<file path="config.mk">
export PLATFORM = sky130hd
export DESIGN_NAME = rca_acc_flat
export DESIGN_NICKNAME = d
export VERILOG_FILES = /design/src/rtl/rca_acc_if.sv /design/src/rtl/rca_acc.sv /design/src/flat_wrapper.sv
export SDC_FILE = /design/constraint.sdc
export NUM_CORES = 1
export LEC_CHECK = 0
export ABC_AREA = 0
export BUFFER_PORTS_ARGS = -buffer_cell sky130_fd_sc_hd__buf_2
export CORE_MARGIN = 2
export CORE_UTILIZATION = 45
export DETAILED_ROUTE_END_ITERATION = 6
export PLACE_DENSITY = 0.81
export SLEW_MARGIN = 20
export SYNTH_ARGS = -nofsm -noshare
export SYNTH_HDL_FRONTEND = slang
export SYNTH_SLANG_ARGS = --single-unit
</file>
<file path="constraint.sdc">
create_clock -name clk -period 5 [get_ports clk]
set_clock_uncertainty 0.2 [all_clocks]
set_input_delay 0 -clock clk [delete_from_list [all_inputs] [get_ports clk]]
set_output_delay 0 -clock clk [all_outputs]
set_load 0.1 [all_outputs]
</file>
<file path="src/rtl/rca_acc_if.sv">
// Handshake/bus bundle between the upstream ripple-carry adder, rca_acc and its consumer.
interface rca_acc_if #(
   parameter int W     = 4,
   parameter int ACC_W = 8
);
   logic             in_valid;
   logic             in_ready;
   logic [W-1:0]     sumrca;
   logic             cout;
   logic             clr;
   logic             out_valid;
   logic             out_ready;
   logic [ACC_W-1:0] acc_out;
   logic             ovf;
   logic [2:0]       cnt;

   modport master (
      output in_valid, sumrca, cout, clr, out_ready,
      input  in_ready, out_valid, acc_out, ovf, cnt
   );

   modport slave (
      input  in_valid, sumrca, cout, clr, out_ready,
      output in_ready, out_valid, acc_out, ovf, cnt
   );
endinterface

</file>
<file path="src/rtl/rca_acc.sv">
// Frame accumulator for adder results {cout,sumrca}: sums N samples, then holds the total.
// Define RCA_ACC_SAT_EN to clamp on overflow instead of wrapping.
module rca_acc #(
   parameter int W     = 4,
   parameter int ACC_W = 8,
   parameter int N     = 4
) (
   input logic        clk,
   input logic        rst_n,
   rca_acc_if.slave   acc_if
);

   typedef enum logic [1:0] {IDLE, ACC, DONE} state_e;

   localparam logic [2:0] N_LAST = 3'(N);

   state_e           state_q;
   logic [ACC_W-1:0] acc_q;
   logic [ACC_W-1:0] acc_d;
   logic [ACC_W-1:0] sample_ext;
   logic [ACC_W:0]   sum_wide;
   logic [2:0]       cnt_q;
   logic [2:0]       cnt_d;
   logic             ovf_q;
   logic             ovf_d;
   logic             in_ready_q;
   logic             out_valid_q;
   logic             accept;

   assign sample_ext = ACC_W'({acc_if.cout, acc_if.sumrca});
   assign accept     = acc_if.in_valid & in_ready_q;

   // One extra bit on the sum exposes the carry out of the accumulator as the overflow event.
   // NOTE: every variable is assigned on every pass through always_comb, so no latch is inferred.
   always_comb begin
      sum_wide = {1'b0, acc_q} + {1'b0, sample_ext};
      cnt_d    = cnt_q + 3'd1;
      ovf_d    = ovf_q | sum_wide[ACC_W];
`ifdef RCA_ACC_SAT_EN
      acc_d    = sum_wide[ACC_W] ? '1 : sum_wide[ACC_W-1:0];
`else
      acc_d    = sum_wide[ACC_W-1:0];
`endif
   end

   // NOTE: non-blocking assignments let every register see pre-edge values of the others.
   always_ff @(posedge clk or negedge rst_n) begin
      if (!rst_n) begin
         state_q     <= IDLE;
         acc_q       <= '0;
         cnt_q       <= '0;
         ovf_q       <= 1'b0;
         in_ready_q  <= 1'b1;
         out_valid_q <= 1'b0;
      end else if (acc_if.clr) begin
         state_q     <= IDLE;
         acc_q       <= '0;
         cnt_q       <= '0;
         ovf_q       <= 1'b0;
         in_ready_q  <= 1'b1;
         out_valid_q <= 1'b0;
      end else begin
         case (state_q)
            IDLE, ACC: begin
               if (accept) begin
                  // The first sample of a frame starts fresh; it cannot overflow since ACC_W > W.
                  acc_q <= (state_q == IDLE) ? sample_ext : acc_d;
                  ovf_q <= (state_q == IDLE) ? 1'b0 : ovf_d;
                  cnt_q <= cnt_d;
                  if (cnt_d == N_LAST) begin
                     state_q     <= DONE;
                     in_ready_q  <= 1'b0;
                     out_valid_q <= 1'b1;
                  end else begin
                     state_q     <= ACC;
                  end
               end
            end
            DONE: begin
               if (acc_if.out_ready) begin
                  state_q     <= IDLE;
                  acc_q       <= '0;
                  cnt_q       <= '0;
                  in_ready_q  <= 1'b1;
                  out_valid_q <= 1'b0;
               end
            end
            default: begin
               state_q     <= IDLE;
               in_ready_q  <= 1'b1;
               out_valid_q <= 1'b0;
            end
         endcase
      end
   end

   assign acc_if.in_ready  = in_ready_q;
   assign acc_if.out_valid = out_valid_q;
   assign acc_if.acc_out   = acc_q;
   assign acc_if.ovf       = ovf_q;
   assign acc_if.cnt       = cnt_q;

endmodule

</file>
<file path="src/flat_wrapper.sv">
// flat-port wrapper written by rule: the top's interface ports become plain ports
module rca_acc_flat 
#(
   parameter int W     = 4,
   parameter int ACC_W = 8,
   parameter int N     = 4
)
  (clk, rst_n, acc_if_in_valid, acc_if_sumrca, acc_if_cout, acc_if_clr, acc_if_out_ready, acc_if_in_ready, acc_if_out_valid, acc_if_acc_out, acc_if_ovf, acc_if_cnt);
  rca_acc_if #(.W(W), .ACC_W(ACC_W)) acc_if_i ();
  input logic clk;
  input logic rst_n;
  input wire logic [$bits(acc_if_i.in_valid)-1:0] acc_if_in_valid;
  input wire logic [$bits(acc_if_i.sumrca)-1:0] acc_if_sumrca;
  input wire logic [$bits(acc_if_i.cout)-1:0] acc_if_cout;
  input wire logic [$bits(acc_if_i.clr)-1:0] acc_if_clr;
  input wire logic [$bits(acc_if_i.out_ready)-1:0] acc_if_out_ready;
  output wire logic [$bits(acc_if_i.in_ready)-1:0] acc_if_in_ready;
  output wire logic [$bits(acc_if_i.out_valid)-1:0] acc_if_out_valid;
  output wire logic [$bits(acc_if_i.acc_out)-1:0] acc_if_acc_out;
  output wire logic [$bits(acc_if_i.ovf)-1:0] acc_if_ovf;
  output wire logic [$bits(acc_if_i.cnt)-1:0] acc_if_cnt;
  assign acc_if_i.in_valid = acc_if_in_valid;
  assign acc_if_i.sumrca = acc_if_sumrca;
  assign acc_if_i.cout = acc_if_cout;
  assign acc_if_i.clr = acc_if_clr;
  assign acc_if_i.out_ready = acc_if_out_ready;
  assign acc_if_in_ready = acc_if_i.in_ready;
  assign acc_if_out_valid = acc_if_i.out_valid;
  assign acc_if_acc_out = acc_if_i.acc_out;
  assign acc_if_ovf = acc_if_i.ovf;
  assign acc_if_cnt = acc_if_i.cnt;
  rca_acc #(.W(W), .ACC_W(ACC_W), .N(N)) u_core (.clk(clk), .rst_n(rst_n), .acc_if(acc_if_i));
endmodule
</file>
==> reports/results.txt, run 1 <==
First-pass GRT wire length: 3950 µm
Post-synth top cells: dfrtp_1 (15), nor2_1 (12), o21ai_0 (9)
Post-synth EDFFs: 0
Htree depth: 1
WL per Instance: 13.7 µm
Detailed Place HPWL: 1750 µm
CP Cell Sequence: nor3b_2 > o21bai_1 > and3_1 > a21oi_1 > nor2_1 > dlygate4sd3_1
Worst Setup End Kind: flip-flop
PwrDens: 269 nW/µm²
Post-Route Utilization: 60.3%
TNS Setup: 0 ns
GRT Total Usage: 19.8%
Worst-margin pin slew: 0.722 ns
MaxCap Viol Count: 0
CTS sink count: 16
Critical Path Start Type: flip-flop
Number of synthesized register bits: 16
Final setup fails: 0
Worst Path Class, Setup: flip-flop to flip-flop
Clock slew at the register clock pins of the worst setup and hold paths: 0.10 ns
Worst min path class: input port to flip-flop
CTS root buf: clkbuf_4
YS warnings: 0
Clock buffer depth: 2
DR DRC count: 0
Post-CTS sizing: 0
Synth area leaders: dfrtp_1 (37%), ha_1 (8.6%), o21ai_0 (4.4%)
Hold Vio Cnt, Final: 0
Die Height: 51.7 µm
Later-pin clock latency in the skew report: 0.29 ns
Lkg Pwr: 0.644 nW
Setup crit end: u_core.state_q[1]
# diodes: 0
Ys async rst share: 100%
DRT Pass-1 Iters: 4
Synth Cell Area: 1020 µm²
Area of the core: 2170 µm²
Reg2reg start: u_core.state_q[0]
Critical Path Fanout Max: 10
Vias in the first global route: 938
CP Launch Point: u_core.state_q[0]
Post-route ant nets: 0
Layout cells sized above 1: 22.8%
Row cnt: 17
Area Growth Syn to Fin: 28.0%
WP depth: 6
Min Clock Period, post-route: 2.16 ns
Non-filler cells, final: 173
Max incr delay on CP: 0.55 ns
Initial Util: 47.1%
Slew margin rel.: 51.7%
Nets: 164
R2R Path End: u_core.state_q[1]
I/O Buffers: 23
Synth cell types: 39
Die width: 51.7 µm
Fmax: 463 MHz
Gr ovfl total: 0
Slowest CP cell: dlygate4sd3_1
Pre-CTS WS: 2.86 ns
Drt via density: 5.58
Mapped Cells: 109
Status: finished, final reports clean
Worst setup slack after layout: 2.84 ns
I/O pin cnt: 24
CTS tree: built
Syn_area_per_cell: 9.38 µm²
Required time worst endpoint: 4.98 ns
Synth Flop Type: dfrtp_1
Count leader, synth: dfrtp_1
Flop2flop setup slack: 2.84 ns
FF-to-FF path depth: 6
Initial antenna violation count: 0
Synth top area share: 36.7%
RSZ-0062 raised after global routing: false
Sequential share of the synthesized area: 39.3%
Maximum VDD drop: 0.000164 V
GP Congestion: 0.845
Syn nets: 127
Via Count: 965
Crit share post-route: 43.2%
Cell family with most CP delay: buffers and inverters
Cells after DPL: 157
Initial DRC count: 21
Total power: 352 µW
Yosys top cell by area: dfrtp_1
Wirelength, routed: 2360 µm
Die footprint: 2670 µm²
Critical Path AT: 2.14 ns
Fin. max-slew vios: 0
TritonCTS Buffers: 3
Largest net degree at the start of global routing: 16
Sum of buffers and inverters on the critical path: 1
[layer usage]
metal	vias up	routed length [µm]	track usage, %
li1	467	-	-
met1	455	1100	26.1
met2	35	1080	31.0
met3	8	123	3.45
met4	0	56	10.5
met5	-	0	0
[final cells by class]
class,instances,area (µm²)
multi-input combinational,86,586
fill,210,861
sequential,16,402
inverter,4,15.0
timing repair buffer,35,235
clock buffer,4,36.3
tap,28,35.0
[worst min-delay path by stage]
stage	cells after the start	startpoint	endpoint	slack (ns)
2_1_floorplan	0	rst_n	u_core.acc_if.acc_out[0]	-0.50
3_3_place_gp	1	rst_n	u_core.acc_if.acc_out[1]	-0.26
3_5_place_dp	1	rst_n	u_core.acc_if.acc_out[1]	-0.26
4_1_cts	4	acc_if_sumrca[3]	u_core.acc_if.acc_out[3]	0.28
5_1_grt	3	acc_if_cout	u_core.acc_if.acc_out[4]	0.32
6_report	4	acc_if_sumrca[3]	u_core.acc_if.acc_out[3]	0.28
[report_power, final]
| part | total [mW] | internal [mW] | switching, mW |
|---|---|---|---|
| Sequential | 0.144 | 0.136 | 0.00802 |
| Combinational | 0.120 | 0.0345 | 0.0858 |
| Clock | 0.0875 | 0.0444 | 0.0431 |
[state kept, by name, summed over array words and instances, names as in the netlist]
name	count
u_core.state_q	2
u_core.acc_if.out_valid	1
u_core.acc_if.in_ready	1
u_core.acc_if.ovf	1
u_core.acc_if.cnt	3
u_core.acc_if.acc_out	8
[kinds of logic after synthesis]
kind of cell             count (synthesis)  share of synthesized area [%]
XOR/XNOR                                 4                           3.43
AO/OA/AOI/OAI                           34                           23.1
buffers and inverters                    7                           3.43
adder cells (fa/ha/maj)                  8                           10.5
flip-flops                              16                           39.3
AND/OR/NAND/NOR                         40                           20.2
[cell usage in the layout, fill, tap and decap left out, types with 2 or more instances in the layout]
cell type      instances
ha_1                   7
nor2_1                12
buf_2                 23
nand2b_1               6
a21oi_1                8
a221o_1                2
dlygate4sd3_1         12
inv_1                  4
o21ai_0                9
dfrtp_1               15
nor4_1                 3
a211oi_1               2
xor2_1                 4
nand2_1                7
a22o_1                 2
nor3_1                 3
clkbuf_4               3
[tightest hold or removal path, cell delays in order]
cell and delay (ns):
dlygate4sd3_1 0.52, buf_2 0.11, a22oi_1 0.05, o21ai_0 0.06
[through the flow]
step	instance area, µm²	hold WS [ns]
after floorplan	1020	-0.496
after global placement	1150	-0.262
after detailed placement	1150	-0.257
after CTS	1310	0.285
after global routing	1310	0.322
final	1310	0.282
[what timing repair did]
item / 4_1_cts / 5_1_grt
endpoints found under the hold margin: 28 / 0
hold buffers: 12 / 0
setup buffers: 0 / 0
(Power assumes the default switching activity.)
==> run 2: changes to the inputs <==
==> constraint.sdc (replaced) <==
create_clock -name clk -period 2.15 [get_ports clk]
set_clock_uncertainty 0.2 [all_clocks]
set_input_delay 0 -clock clk [delete_from_list [all_inputs] [get_ports clk]]
set_output_delay 0 -clock clk [all_outputs]
set_load 0.1 [all_outputs]
==> run 2 against run 1 <==
  * Die area is the same
  * Flip-flop and latch count is the same
  * Non-clock buffer count increased by 6
  * Routed wire length rose by 9.3%
  * Sequential power up 130%
  * Clock-buffer cell count is the same
  * Worst setup slack worse by 2.8 ns
  * Register-to-register slack lost 2.8 ns
  * Largest cell class unchanged
  * Largest power group unchanged
==> reports/results.txt, run 2 (synthesized netlist as in run 1, its figures left out) <==
Die footprint: 2670 µm² (unchanged)
Worst Setup End Kind: flip-flop (unchanged)
DRT Pass-1 Iters: 4 (unchanged)
FF-to-FF path depth: 6 (unchanged)
Crit share post-route: 96.5% (was 43.2%)
Worst Path Class, Setup: flip-flop to flip-flop (unchanged)
PwrDens: 609 nW/µm² (was 269 nW/µm²)
Fin. max-slew vios: 0 (unchanged)
Worst-margin pin slew: 0.679 ns (was 0.722 ns)
Die width: 51.7 µm (unchanged)
Largest net degree at the start of global routing: 16 (unchanged)
Via Count: 990 (was 965)
Slew margin rel.: 54.6% (was 51.7%)
Detailed Place HPWL: 1740 µm (was 1750 µm)
Clock slew at the register clock pins of the worst setup and hold paths: 0.10 ns (about the same)
Initial antenna violation count: 0 (unchanged)
GP Congestion: 0.859 (was 0.845)
Initial DRC count: 23 (was 21)
I/O pin cnt: 24 (unchanged)
Die Height: 51.7 µm (unchanged)
MaxCap Viol Count: 0 (unchanged)
Fmax: 482 MHz (was 463 MHz)
Critical Path AT: 2.05 ns (was 2.14 ns)
Worst hold slack: 0.285 ns (was 0.282 ns)
R2R Path End: u_core.state_q[1] (unchanged)
Fill cells: 179 (was 210)
Cell family with most CP delay: buffers and inverters (unchanged)
Max incr delay on CP: 0.56 ns (was 0.55 ns)
Row cnt: 17 (unchanged)
Reg2reg start: u_core.acc_if.cnt[1] (was u_core.state_q[0])
CTS root buf: clkbuf_4 (unchanged)
Critical Path Start Type: flip-flop (unchanged)
I/O Buffers: 23 (unchanged)
Cells after DPL: 157 (unchanged)
Status: finished, final reports clean (unchanged)
Vias in the first global route: 891 (was 938)
Worst setup slack after layout: 0.0742 ns (was 2.84 ns)
CP Cell Sequence: ha_2 > xor2_1 > and3_1 > a21oi_1 > nor2_1 > dlygate4sd3_1 (was nor3b_2 > o21bai_1 > and3_1 > a21oi_1 > nor2_1 > dlygate4sd3_1)
Initial Util: 47.1% (unchanged)
Min-Delay Startpoint: acc_if_cout (was acc_if_sumrca[3])
Later-pin clock latency in the skew report: 0.30 ns (was 0.29 ns)
Lkg Pwr: 0.667 nW (was 0.644 nW)
Slowest CP cell: dlygate4sd3_1 (unchanged)
Post-route ant nets: 0 (unchanged)
DR DRC count: 0 (unchanged)
CTS sink count: 16 (unchanged)
GRT Total Usage: 20.3% (was 19.8%)
Placed Instance Area: 1190 µm² (was 1150 µm²)
Flop2flop setup slack: 0.07 ns (was 2.84 ns)
Clock buffer depth: 2 (unchanged)
Design Area, Final: 1400 µm² (was 1310 µm²)
WHS Path Cells: 3 (was 4)
Required time worst endpoint: 2.13 ns (was 4.98 ns)
Commonest non-fill, non-tap cell in the layout: buf_2 (unchanged)
# diodes: 0 (unchanged)
Wirelength, routed: 2580 µm (was 2360 µm)
Min Clock Period, post-route: 2.08 ns (was 2.16 ns)
Critical Path Fanout Max: 4 (was 10)
Max FFs per register: 8 (unchanged)
Non-filler cells, final: 179 (was 173)
Worst min path class: input port to flip-flop (unchanged)
Hold path endpoint: u_core.acc_if.acc_out[4] (was u_core.acc_if.acc_out[3])
WL per Instance: 14.4 µm (was 13.7 µm)
Sum of buffers and inverters on the critical path: 1 (unchanged)
Maximum VDD drop: 0.000450 V (was 0.000164 V)
First-pass GRT wire length: 3920 µm (was 3950 µm)
Total power: 850 µW (was 352 µW)
CTS tree: built (unchanged)
Layout cells sized above 1: 33.8% (was 22.8%)
Nets: 170 (was 164)
Most frequent cells in the layout: buf_2 (23), nor2_1 (12), dlygate4sd3_1 (12) (was buf_2 (23), dfrtp_1 (15), nor2_1 (12), dlygate4sd3_1 (12), o21ai_0 (9))
Hold Vio Cnt, Final: 0 (unchanged)
Pre-CTS WS: 0.162 ns (was 2.86 ns)
Gr ovfl total: 0 (unchanged)
Area Growth Syn to Fin: 36.6% (was 28.0%)
Area of the core: 2170 µm² (unchanged)
TritonCTS Buffers: 3 (unchanged)
Htree depth: 1 (unchanged)
Drt via density: 5.53 (was 5.58)
Final setup fails: 0 (unchanged)
==> run 2: cell types whose count changed in the layout (fill, tap and decap cells not counted) <==
cell | previous run | this run
dfrtp_2 | 0 | 5
nand2b_4 | 0 | 1
dfrtp_4 | 0 | 2
a21oi_1 | 8 | 7
dfrtp_1 | 15 | 8
ha_4 | 0 | 1
a21oi_2 | 0 | 1
fa_2 | 0 | 1
ha_1 | 7 | 5
ha_2 | 0 | 1
buf_4 | 0 | 6
nand2b_1 | 6 | 5
fa_1 | 1 | 0
==> run 2: worst min-delay path, cell delays in order <==
cell	delay, ns
dlygate4sd3_1	0.51
buf_2	0.12
a221o_1	0.13
==> run 2: worst max path at each step <==
stage,depth (start not counted),endpoint,slack (ns),from
floorplan,8,u_core.acc_if.acc_out[6],-0.05,u_core.acc_if.acc_out[0]
global placement,8,u_core.acc_if.acc_out[6],0.26,u_core.acc_if.acc_out[0]
global route,6,u_core.state_q[1],-0.003,u_core.acc_if.in_ready
CTS,6,u_core.state_q[1],0.03,u_core.state_q[0]
finish,6,u_core.state_q[1],0.07,u_core.acc_if.cnt[1]
detailed placement,8,u_core.acc_if.acc_out[6],0.16,u_core.acc_if.acc_out[0]
==> run 2: power breakdown <==
part	total [mW]	internal [mW]	switching (mW)	leakage, nW
logic	0.306	0.0943	0.212	0.443
registers	0.338	0.321	0.0165	0.203
clock network	0.206	0.103	0.103	0.0210
total	0.850	0.519	0.331	0.667
==> run 2: what timing repair did <==
action,in CTS,in global routing
hold endpoints to repair,27,0
endpoints found under the setup margin,0,1
hold buffers,12,0
buffers inserted,0,6
resized for setup,0,3
==> run 2: per-stage QoR <==
stage	TNS [ns]	util [%]
after floorplan	-0.0492	-
after global placement	0	54.8
after detailed placement	0	54.8
after CTS	0	62.1
after global routing	-0.00344	64.4
final	0	64.4
==> run 2: per-layer routing <==
layer / track usage [%] / up-vias / share of wire, %
li1: - / 481 / -
met1: 24.5 / 476 / 41
met2: 35.3 / 27 / 52
met3: 3.74 / 6 / 4.2
met4: 8.77 / 0 / 2.1
met5: 0 / - / 0
==> run 2: final cells by class <==
type | count | area (µm²) | share of cell area, %
Multi-Input combinational cell | 86 | 614 | 44.0
Inverter | 4 | 15.0 | 1.08
Clock buffer | 4 | 36.3 | 2.60
Timing Repair Buffer | 41 | 280 | 20.1
Sequential cell | 16 | 415 | 29.7
Tap cell | 28 | 35.0 | 2.51
